<file path="config.mk">
export PLATFORM = sky130hd
export DESIGN_NAME = router_out_arb
export DESIGN_NICKNAME = d
export VERILOG_FILES = /design/src/rtl/router_pkg.sv /design/src/rtl/router_rr_pick.sv /design/src/rtl/router_out_arb.sv
export SDC_FILE = /design/constraint.sdc
export NUM_CORES = 1
export LEC_CHECK = 0
export CORE_MARGIN = 2
export CORE_UTILIZATION = 52
export CTS_CLUSTER_DIAMETER = 150
export CTS_CLUSTER_SIZE = 40
export DETAILED_ROUTE_END_ITERATION = 10
export PLACE_DENSITY = 0.84
export SLEW_MARGIN = 10
export SYNTH_ARGS = -nofsm -noshare
export SYNTH_HDL_FRONTEND = slang
export SYNTH_SLANG_ARGS = --single-unit
</file>
<file path="constraint.sdc">
create_clock -name clock -period 3.4 [get_ports clock]
set_input_delay 0.68 -clock clock [delete_from_list [all_inputs] [get_ports clock]]
set_output_delay 0.68 -clock clock [all_outputs]
set_load 0.03 [all_outputs]
</file>
<file path="src/rtl/router_pkg.sv">
// Shared types and header layout for the router egress arbiter.
package router_pkg;
  localparam int DW           = 8;
  localparam int NCH          = 3;
  localparam int ADDR_LSB     = 0;
  localparam int ADDR_W       = 2;
  localparam int LEN_LSB      = 2;
  localparam int LEN_W        = 6;
  localparam int PKT_OVERHEAD = 2;
  localparam int CNT_W        = 7;

  typedef enum logic [1:0] {
    IDLE = 2'd0,
    HDR  = 2'd1,
    BODY = 2'd2,
    GAP  = 2'd3
  } arb_state_e;

  function automatic logic [LEN_W-1:0] hdr_len(input logic [DW-1:0] hdr);
    return hdr[LEN_LSB +: LEN_W];
  endfunction
endpackage

</file>
<file path="src/rtl/router_rr_pick.sv">
// Combinational round-robin pick: first requester at or after ptr, one-hot out.
// Zero latency; no backpressure (pure function of req/ptr).
module router_rr_pick #(
  parameter int N  = 3,
  parameter int PW = (N > 1) ? $clog2(N) : 1
) (
  input  logic [N-1:0]  req,
  input  logic [PW-1:0] ptr,
  output logic [N-1:0]  gnt,
  output logic          found
);

  logic [PW:0]   sum;
  logic [PW-1:0] idx;

  always_comb begin
    gnt   = '0;
    found = 1'b0;
    sum   = '0;
    idx   = '0;
    for (int k = 0; k < N; k++) begin
      sum = {1'b0, ptr} + (PW+1)'(k);
      if (sum >= (PW+1)'(N)) sum = sum - (PW+1)'(N);
      idx = sum[PW-1:0];
      if (!found && req[idx]) begin
        gnt[idx] = 1'b1;
        found    = 1'b1;
      end
    end
  end

endmodule

</file>
<file path="src/rtl/router_out_arb.sv">
// Packet-granular round-robin egress scheduler over NCH output FIFOs; read_enb -> pkt_vld is 1 cycle.
// Reads stall on egress_ready low or empty FIFO; ROUTER_ARB_TIMEOUT_EN adds a mid-packet starvation abort.
module router_out_arb
  import router_pkg::*;
#(
  parameter int NCH         = router_pkg::NCH,
  parameter int DW          = router_pkg::DW,
  parameter int TIMEOUT_CYC = 32
) (
  input  logic              clock,
  input  logic              reset,
  input  logic [NCH-1:0]    vld_out,
  input  logic [NCH*DW-1:0] fifo_data,
  input  logic              egress_ready,
  output logic [NCH-1:0]    read_enb,
  output logic [DW-1:0]     pkt_data,
  output logic              pkt_vld,
  output logic              pkt_sop,
  output logic              pkt_eop,
  output logic [NCH-1:0]    grant,
  output logic              arb_busy,
  output logic              err_abort
);

  localparam int PW = (NCH > 1) ? $clog2(NCH) : 1;

  arb_state_e       state_q, state_d;
  logic [NCH-1:0]   grant_q, grant_d;
  logic [PW-1:0]    gidx_q, gidx_d;
  logic [PW-1:0]    ptr_q, ptr_d;
  logic [CNT_W-1:0] issued_q, issued_d;
  logic [CNT_W-1:0] recvd_q, recvd_d;
  logic [LEN_W-1:0] len_q, len_d;
  logic             hdr_cap_q, hdr_cap_d;
  logic             inflight_q, inflight_d;

  logic [NCH-1:0]   pick_gnt;
  logic             pick_found;
  logic [PW-1:0]    pick_idx;
  logic             active, g_vld, rd_ok, hdr_byte, last_byte, abort;
  logic [DW-1:0]    cur_byte;
  logic [CNT_W-1:0] limit;

  router_rr_pick #(.N(NCH), .PW(PW)) u_pick (
    .req   (vld_out),
    .ptr   (ptr_q),
    .gnt   (pick_gnt),
    .found (pick_found)
  );

  always_comb begin
    pick_idx = '0;
    cur_byte = '0;
    for (int k = 0; k < NCH; k++) begin
      if (pick_gnt[k]) pick_idx = PW'(k);
      if (grant_q[k])  cur_byte = cur_byte | fifo_data[k*DW +: DW];
    end
  end

  // Until the header is seen only header+parity may be fetched, so LEN=0 never over-reads.
  assign limit     = hdr_cap_q ? (CNT_W'(len_q) + CNT_W'(PKT_OVERHEAD)) : CNT_W'(PKT_OVERHEAD);
  assign active    = (state_q == HDR) || (state_q == BODY);
  assign g_vld     = |(vld_out & grant_q);
  assign rd_ok     = active && g_vld && egress_ready && (issued_q < limit);
  assign hdr_byte  = inflight_q && (recvd_q == '0);
  assign last_byte = inflight_q && (recvd_q != '0) && (recvd_q == CNT_W'(len_q) + CNT_W'(1));

`ifdef ROUTER_ARB_TIMEOUT_EN
  localparam int TW = $clog2(TIMEOUT_CYC + 1);
  logic [TW-1:0] starve_q, starve_d;
  logic          starving;

  always_comb begin
    starving = active && !g_vld && !inflight_q;
    starve_d = starve_q;
    if (!active || rd_ok) starve_d = '0;
    else if (starving)    starve_d = starve_q + TW'(1);
    abort = starving && (starve_q == TW'(TIMEOUT_CYC - 1));
  end

  always_ff @(posedge clock or posedge reset) begin
    if (reset) starve_q <= '0;
    else       starve_q <= starve_d;
  end
`else
  // No starvation timeout without ROUTER_ARB_TIMEOUT_EN; abort never fires.
  assign abort = (TIMEOUT_CYC < 0);
`endif

  always_ff @(posedge clock or posedge reset) begin
    if (reset) begin
      state_q    <= IDLE;
      grant_q    <= '0;
      gidx_q     <= '0;
      ptr_q      <= '0;
      issued_q   <= '0;
      recvd_q    <= '0;
      len_q      <= '0;
      hdr_cap_q  <= 1'b0;
      inflight_q <= 1'b0;
    end else begin
      state_q    <= state_d;
      grant_q    <= grant_d;
      gidx_q     <= gidx_d;
      ptr_q      <= ptr_d;
      issued_q   <= issued_d;
      recvd_q    <= recvd_d;
      len_q      <= len_d;
      hdr_cap_q  <= hdr_cap_d;
      inflight_q <= inflight_d;
    end
  end

  always_comb begin
    state_d = state_q;
    case (state_q)
      IDLE:    if (pick_found) state_d = HDR;
      HDR:     if (abort) state_d = GAP;
               else if (hdr_byte) state_d = BODY;
      BODY:    if (abort || last_byte) state_d = GAP;
      GAP:     state_d = IDLE;
      default: state_d = IDLE;
    endcase
  end

  always_comb begin
    grant_d    = grant_q;
    gidx_d     = gidx_q;
    ptr_d      = ptr_q;
    issued_d   = issued_q + CNT_W'(rd_ok);
    recvd_d    = recvd_q + CNT_W'(inflight_q);
    len_d      = len_q;
    hdr_cap_d  = hdr_cap_q;
    inflight_d = rd_ok;
    if (hdr_byte) begin
      len_d     = hdr_len(cur_byte);
      hdr_cap_d = 1'b1;
    end
    case (state_q)
      IDLE: begin
        issued_d  = '0;
        recvd_d   = '0;
        len_d     = '0;
        hdr_cap_d = 1'b0;
        if (pick_found) begin
          grant_d = pick_gnt;
          gidx_d  = pick_idx;
        end
      end
      HDR, BODY: begin
        // Ownership ends on the way into GAP; the channel after the owner gets first pick next.
        if (state_d == GAP) begin
          grant_d = '0;
          ptr_d   = (gidx_q == PW'(NCH - 1)) ? '0 : gidx_q + PW'(1);
        end
      end
      default: ;
    endcase
  end

  always_comb begin
    read_enb  = rd_ok ? grant_q : '0;
    pkt_vld   = inflight_q;
    pkt_data  = inflight_q ? cur_byte : '0;
    pkt_sop   = hdr_byte;
    pkt_eop   = last_byte;
    grant     = grant_q;
    arb_busy  = (state_q != IDLE);
    err_abort = abort;
  end

endmodule
</file>
# Word level (Yosys, flattened, before mapping)
# Index checks and enable logic that the tools add are counted.
classes:
  n_addsub: 10
  order_cmp: 10
  eq_ne: 8
  mux: 43
  bitwise: 5
  n_reduce_logical: 25
op_table:
  columns: ["operator", "n"]
  rows:
  - ["two-way mux 8 bit", 4]
  - ["two-way mux 7 bit", 3]
  - ["two-way mux 3 bit", 6]
  - ["two-way mux 2 bit", 8]
  - ["OR 8 bit", 2]
  - ["adder 7 x 1 -> 7 bit", 2]
  - ["two-way mux 1 bit", 12]
  - ["two-way mux 6 bit", 2]
  - ["logical AND 1 bit", 11]
  - ["less-than comparator 2 x 3 -> 1 bit, second input constant", 3]
  - ["== test 2 bit, second input constant", 4]
  - ["case mux 2 bit (4 select lines)", 1]
  - ["adder 6 x 1 -> 7 bit, second input constant", 1]
  - ["adder 6 x 2 -> 7 bit, second input constant", 1]
  - ["== test 7 bit", 1]
  - ["zero test 7 bit", 1]
  - ["less-than comparator 7 bit", 1]
  - ["nonzero test 7 bit", 1]
  - ["binary-select mux 1 bit (select 2 bit)", 3]
  - ["demux 1 bit (select 2 bit)", 3]
  - [">= comparator 2 x 1 -> 1 bit, second input constant", 3]
  - [">= comparator 3 x 2 -> 1 bit, second input constant", 2]
  - ["OR 3 bit", 2]
  - ["case mux 3 bit (2 select lines)", 1]
  - ["16 further kinds", 23]
totals:
  regBits: 31
  input_bits: 30
  output_inout_bits: 19
  word_cells: 110

# Logic depth before layout (Yosys ltp)
depth:
  ltp_word: 16
  depth_mapped: 13
  depth_no_buf: 13

# Modules after synthesis
# Synthesis repeated with hierarchy kept, for this count alone.
hier_totals:
  cells_unflattened: 265
  area_unflattened_um2: 2381.0
modules_own_cells:
  columns: ["module", "n_inst", "cells_per_inst", "area_per_inst_um2", "seq_area_each_um2"]
  rows:
  - ["router_out_arb", 1, 229, 2110.8, 775.7]
  - ["router_rr_pick", 1, 36, 270.3, 0.0]

# Worst setup path before layout
# No wires, ideal clock.
synth_timing:
  path_type: "flip-flop to output port"
  from: "register len_q[2]"
  to: "output read_enb[0]"
  arrival_ns: 2.388
  path_slack_ns: 0.332
  path_stages_with_launch: 8
  path_cell_list: "dfrtp_1 ha_1 nand3_1 xnor2_1 nand2_1 ha_1 a2111o_1 a311oi_1"
synth_between:
  elab_chain_cells: 5
synth_lines:
  columns: ["item", "line", "source"]
  rows:
  - ["start: declaration", "router_out_arb.sv:33", "logic [LEN_W-1:0] len_q, len_d;"]
  - ["start signal: assignment", "router_out_arb.sv:108", "len_q <= len_d;"]
  - ["adder 6 x 2 -> 7 bit", "router_out_arb.sv:61", "assign limit = hdr_cap_q ? (CNT_W'(len_q) + CNT_W'(PKT_OVERHEAD)) : CNT_W'(PKT_OVERHEAD);"]
  - ["two-way mux 7 bit", "router_out_arb.sv:61", null]
  - ["less-than comparator 7 bit", "router_out_arb.sv:64", "assign rd_ok = active && g_vld && egress_ready && (issued_q < limit);"]
  - ["logical AND 1 bit", "router_out_arb.sv:64", null]
  - ["two-way mux 3 bit", "router_out_arb.sv:162", "read_enb = rd_ok ? grant_q : '0;"]
  - ["end: declaration", "router_out_arb.sv:15", "output logic [NCH-1:0] read_enb,"]
# No other way between the ends.

# Worst setup path in the final report
layout_timing:
  from: "register len_q[0]"
  to: "output pkt_eop"
layout_between:
  elab_chain_cells: 3
layout_lines:
  columns: ["item", "line", "source"]
  rows:
  - ["adder 6 x 1 -> 7 bit", "router_out_arb.sv:66", "assign last_byte = inflight_q && (recvd_q != '0) && (recvd_q == CNT_W'(len_q) + CNT_W'(1));"]
  - ["== test 7 bit", "router_out_arb.sv:66", null]
  - ["logical AND 1 bit", "router_out_arb.sv:66", null]
  - ["end: declaration", "router_out_arb.sv:19", "output logic pkt_eop,"]
# No other way between the ends.

==> metrics.csv <==
stage,metric,value,unit
sta,fin_crit,3.26,ns
critical_path,r2r-end,issued_q[6],
yosys,async_reset_ff_share,100,%
critical_path,crit_type,register to output pin,
placement,hpwl,4150,µm
layout,fin_util,66.5,%
global_route,grt_max_degree,32,
critical_path,path_buf_inv,1,
yosys,synth_cell_type_count,55,
yosys,avgSynthCellArea,9.26,µm²
critical_path,slowest_stage,clkdlybuf4s50_1,
detailed_routing,drt_first_pass_iters,5,
yosys,ys_top_cells_by_count,"dfrtp_1, nor2_1, ha_1",
sta,tightest_slew,0.544,ns
yosys,synth_area,2320,µm²
sta,skew,0.00355,ns
detailed_routing,drt_iter0_markers,102,
die,initial_core_util,53.7,%
placement,port_buffers,47,
sta,finalSetupViolations,0,
clocking,post_cts_buffers,0,
yosys,ys_seq_area_share,33.4,%
critical_path,max_stage_delay,0.69,ns
clocking,root_buffer,clkbuf_8,
global_route,antenna_found_initial,0,
global_route,grt_pass1_vias,2024,
power_and_ir_drop,powerDensity,607,nW/µm²
global_route,overflow,0,
power_and_ir_drop,leakage,1.30,nW
die,rows,24,
yosys,ys_seq_elements,31,
sta,fmax,306,MHz
yosys,synth_largest_area_cell,dfrtp_1,
clocking,cts_tree,done,
critical_path,cp.arrival,2.58,ns
sta,hold_viol_final,0,
sta,fin_crit_sh,96.0,%
clocking,clk_path_buf_depth,2,
critical_path,r2r_slack,0.53,ns
yosys,syn_nets,300,
die,ioPinCount,49,
die,fp.dieH,70.8,µm
critical_path,cpLargestDelayFamily,buffers and inverters,
critical_path,cp_num_cells,6,
critical_path,worstSetupEndpoint,pkt_eop,
placement,gp_congestion,0.802,
outcome,outcome,finished clean,
yosys,yosys-top-cells-area,"dfrtp_1, ha_1, nor2b_1, nor2_1, a222oi_1",
critical_path,path_cells,ha_1 > xnor2_1 > nand3_1 > or3_1 > nor3_1 > clkdlybuf4s50_1,
global_route,grt_usage,24.2,%
critical_path,start_kind,register,
critical_path,r2r_cells,13,
detailed_routing,viasPerCell,5.87,
min_path,hold_class,register to register,
power_and_ir_drop,peakVddDrop,0.000439,V
critical_path,crit_required,2.72,ns
detailed_routing,drc,0,
detailed_routing,wl_per_cell,15.9,µm
detailed_routing,ant_nets,0,
sta,slew_viol_final,0,
layout,antenna_cells,0,
layout,fillCellCount,359,
layout,fin_nets,340,
yosys,synth_ff_type,dfrtp_1,
critical_path,path_max_fanout,6,
clocking,htree_levels,2,
global_route,grt_pass1_wl,9700,µm
detailed_routing,wl,5450,µm
run,maxCapViolations,0,
clocking,clkSinkCount,31,
yosys,synth_top_area_share,33.4,%
die,die_w,70.8,µm
layout,drive_above_1_share,8.56,%
clocking,numCtsBuffers,5,
die,core-area,4320,µm²
critical_path,crit_start,len_q[0],
critical_path,crit-reg2reg-launch,len_q[2],
sta,setup_tns,0,ns
sta,rsz0062_at_grt,no,
yosys,syn-instance-count,251,
layout,area_growth_syn_to_layout,23.8,%
yosys,synth_edf_count,0,
yosys,yosysWarnings,0,
critical_path,crit_path_end_kind,output pin,
detailed_routing,vias,2019,
yosys,post-synth-top-count-cell,dfrtp_1,
clocking,cts_resized,0,
sta,slew-limit-headroom,63.7,%
clocking,clk_pin_slew,0.06,ns
clocking,clk-insertion-delay-late,0.29,ns
clocking,cts_hold_buf,0,
die,dieArea,5020,µm²
[worst min-delay path, stage by stage (launching register included)]
cell     delay [ns]
dfrtp_1        0.38
xnor2_1        0.12
nor2_1         0.04
[worst min path at each step]
stage	startpoint	to	slack [ns]	cells after the start
global route	gidx_q[1]	gidx_q[1]	0.61	2
CTS	issued_q[6]	issued_q[6]	0.57	2
finish	issued_q[6]	issued_q[6]	0.57	2
detailed placement	issued_q[6]	issued_q[6]	0.55	2
global placement	issued_q[6]	issued_q[6]	0.54	2
floorplan	gidx_q[1]	gidx_q[1]	0.51	2
[report_power, final]
group / internal [mW] / switching (mW) / leakage (nW) / total, mW
logic: 0.381 / 0.489 / 0.845 / 0.871
clock network: 0.143 / 0.138 / 0.0422 / 0.282
registers: 0.442 / 0.153 / 0.415 / 0.595
total: 0.966 / 0.781 / 1.30 / 1.75
[metal layers]
metal | wire length [µm] | vias to the layer above | GRT usage [%]
met2 | 2680 | 52 | 39.1
met1 | 2420 | 971 | 32.5
met5 | 0 | - | 0
met3 | 247 | 8 | 4.42
met4 | 108 | 0 | 9.22
li1 | - | 988 | -
[stage by stage]
step	total power [mW]	hold slack (ns)	area (µm²)	instances	setup slack, ns
CTS	1.75	0.568	2880	344	0.119
global route	1.88	0.612	2880	344	0.0135
detailed placement	1.46	0.550	2790	336	0.304
global placement	1.45	0.542	2790	336	0.385
floorplan	1.20	0.509	2320	251	0.332
finish	1.75	0.568	2880	344	0.136
[flip-flops by register name, summed over array words and instances, names as in the netlist]
signal and cells:
gidx_q 2, grant 3, hdr_cap_q 1, issued_q 7, len_q 6, pkt_vld 1
ptr_q 2, recvd_q 7, state_q 2
[placed cells by master, fill, tap and decap left out, types with 7 or more instances in the layout]
cell and instances:
a222oi_1 9, nor2_1 27, o21ai_0 7, dfrtp_1 30
inv_1 12, ha_1 19, xnor2_1 10, clkdlybuf4s50_1 44
xor2_1 10, a211oi_1 7, nor2b_1 17, nand3_1 12
nand2_1 15
[cell type report]
class | count | area (µm²) | area share [%]
Clock buffer | 7 | 76.3 | 2.65
Sequential cell | 31 | 777 | 27.0
Inverter | 13 | 50.0 | 1.74
Timing Repair Buffer | 49 | 478 | 16.6
Tap cell | 52 | 65.1 | 2.26
Multi-Input combinational cell | 191 | 1430 | 49.5
Clock inverter | 1 | 5.00 | 0.174
[cells by family (layout without fill, tap and decap cells)]
| family | count (synthesis) | in the layout | synth area share (%) |
|---|---|---|---|
| and+or+nand+nor | 90 | 90 | 20.2 |
| AOI/OAI and AO/OA | 56 | 56 | 20.9 |
| DFF | 31 | 31 | 33.4 |
| buffers and inverters | 29 | 70 | 5.28 |
| xor gates and xnor gates | 20 | 20 | 7.54 |
| adders and majority gates | 19 | 19 | 10.2 |
| muxes | 5 | 5 | 2.26 |
| other | 1 | 1 | 0.161 |
Power figures use the tool's default switching activity.
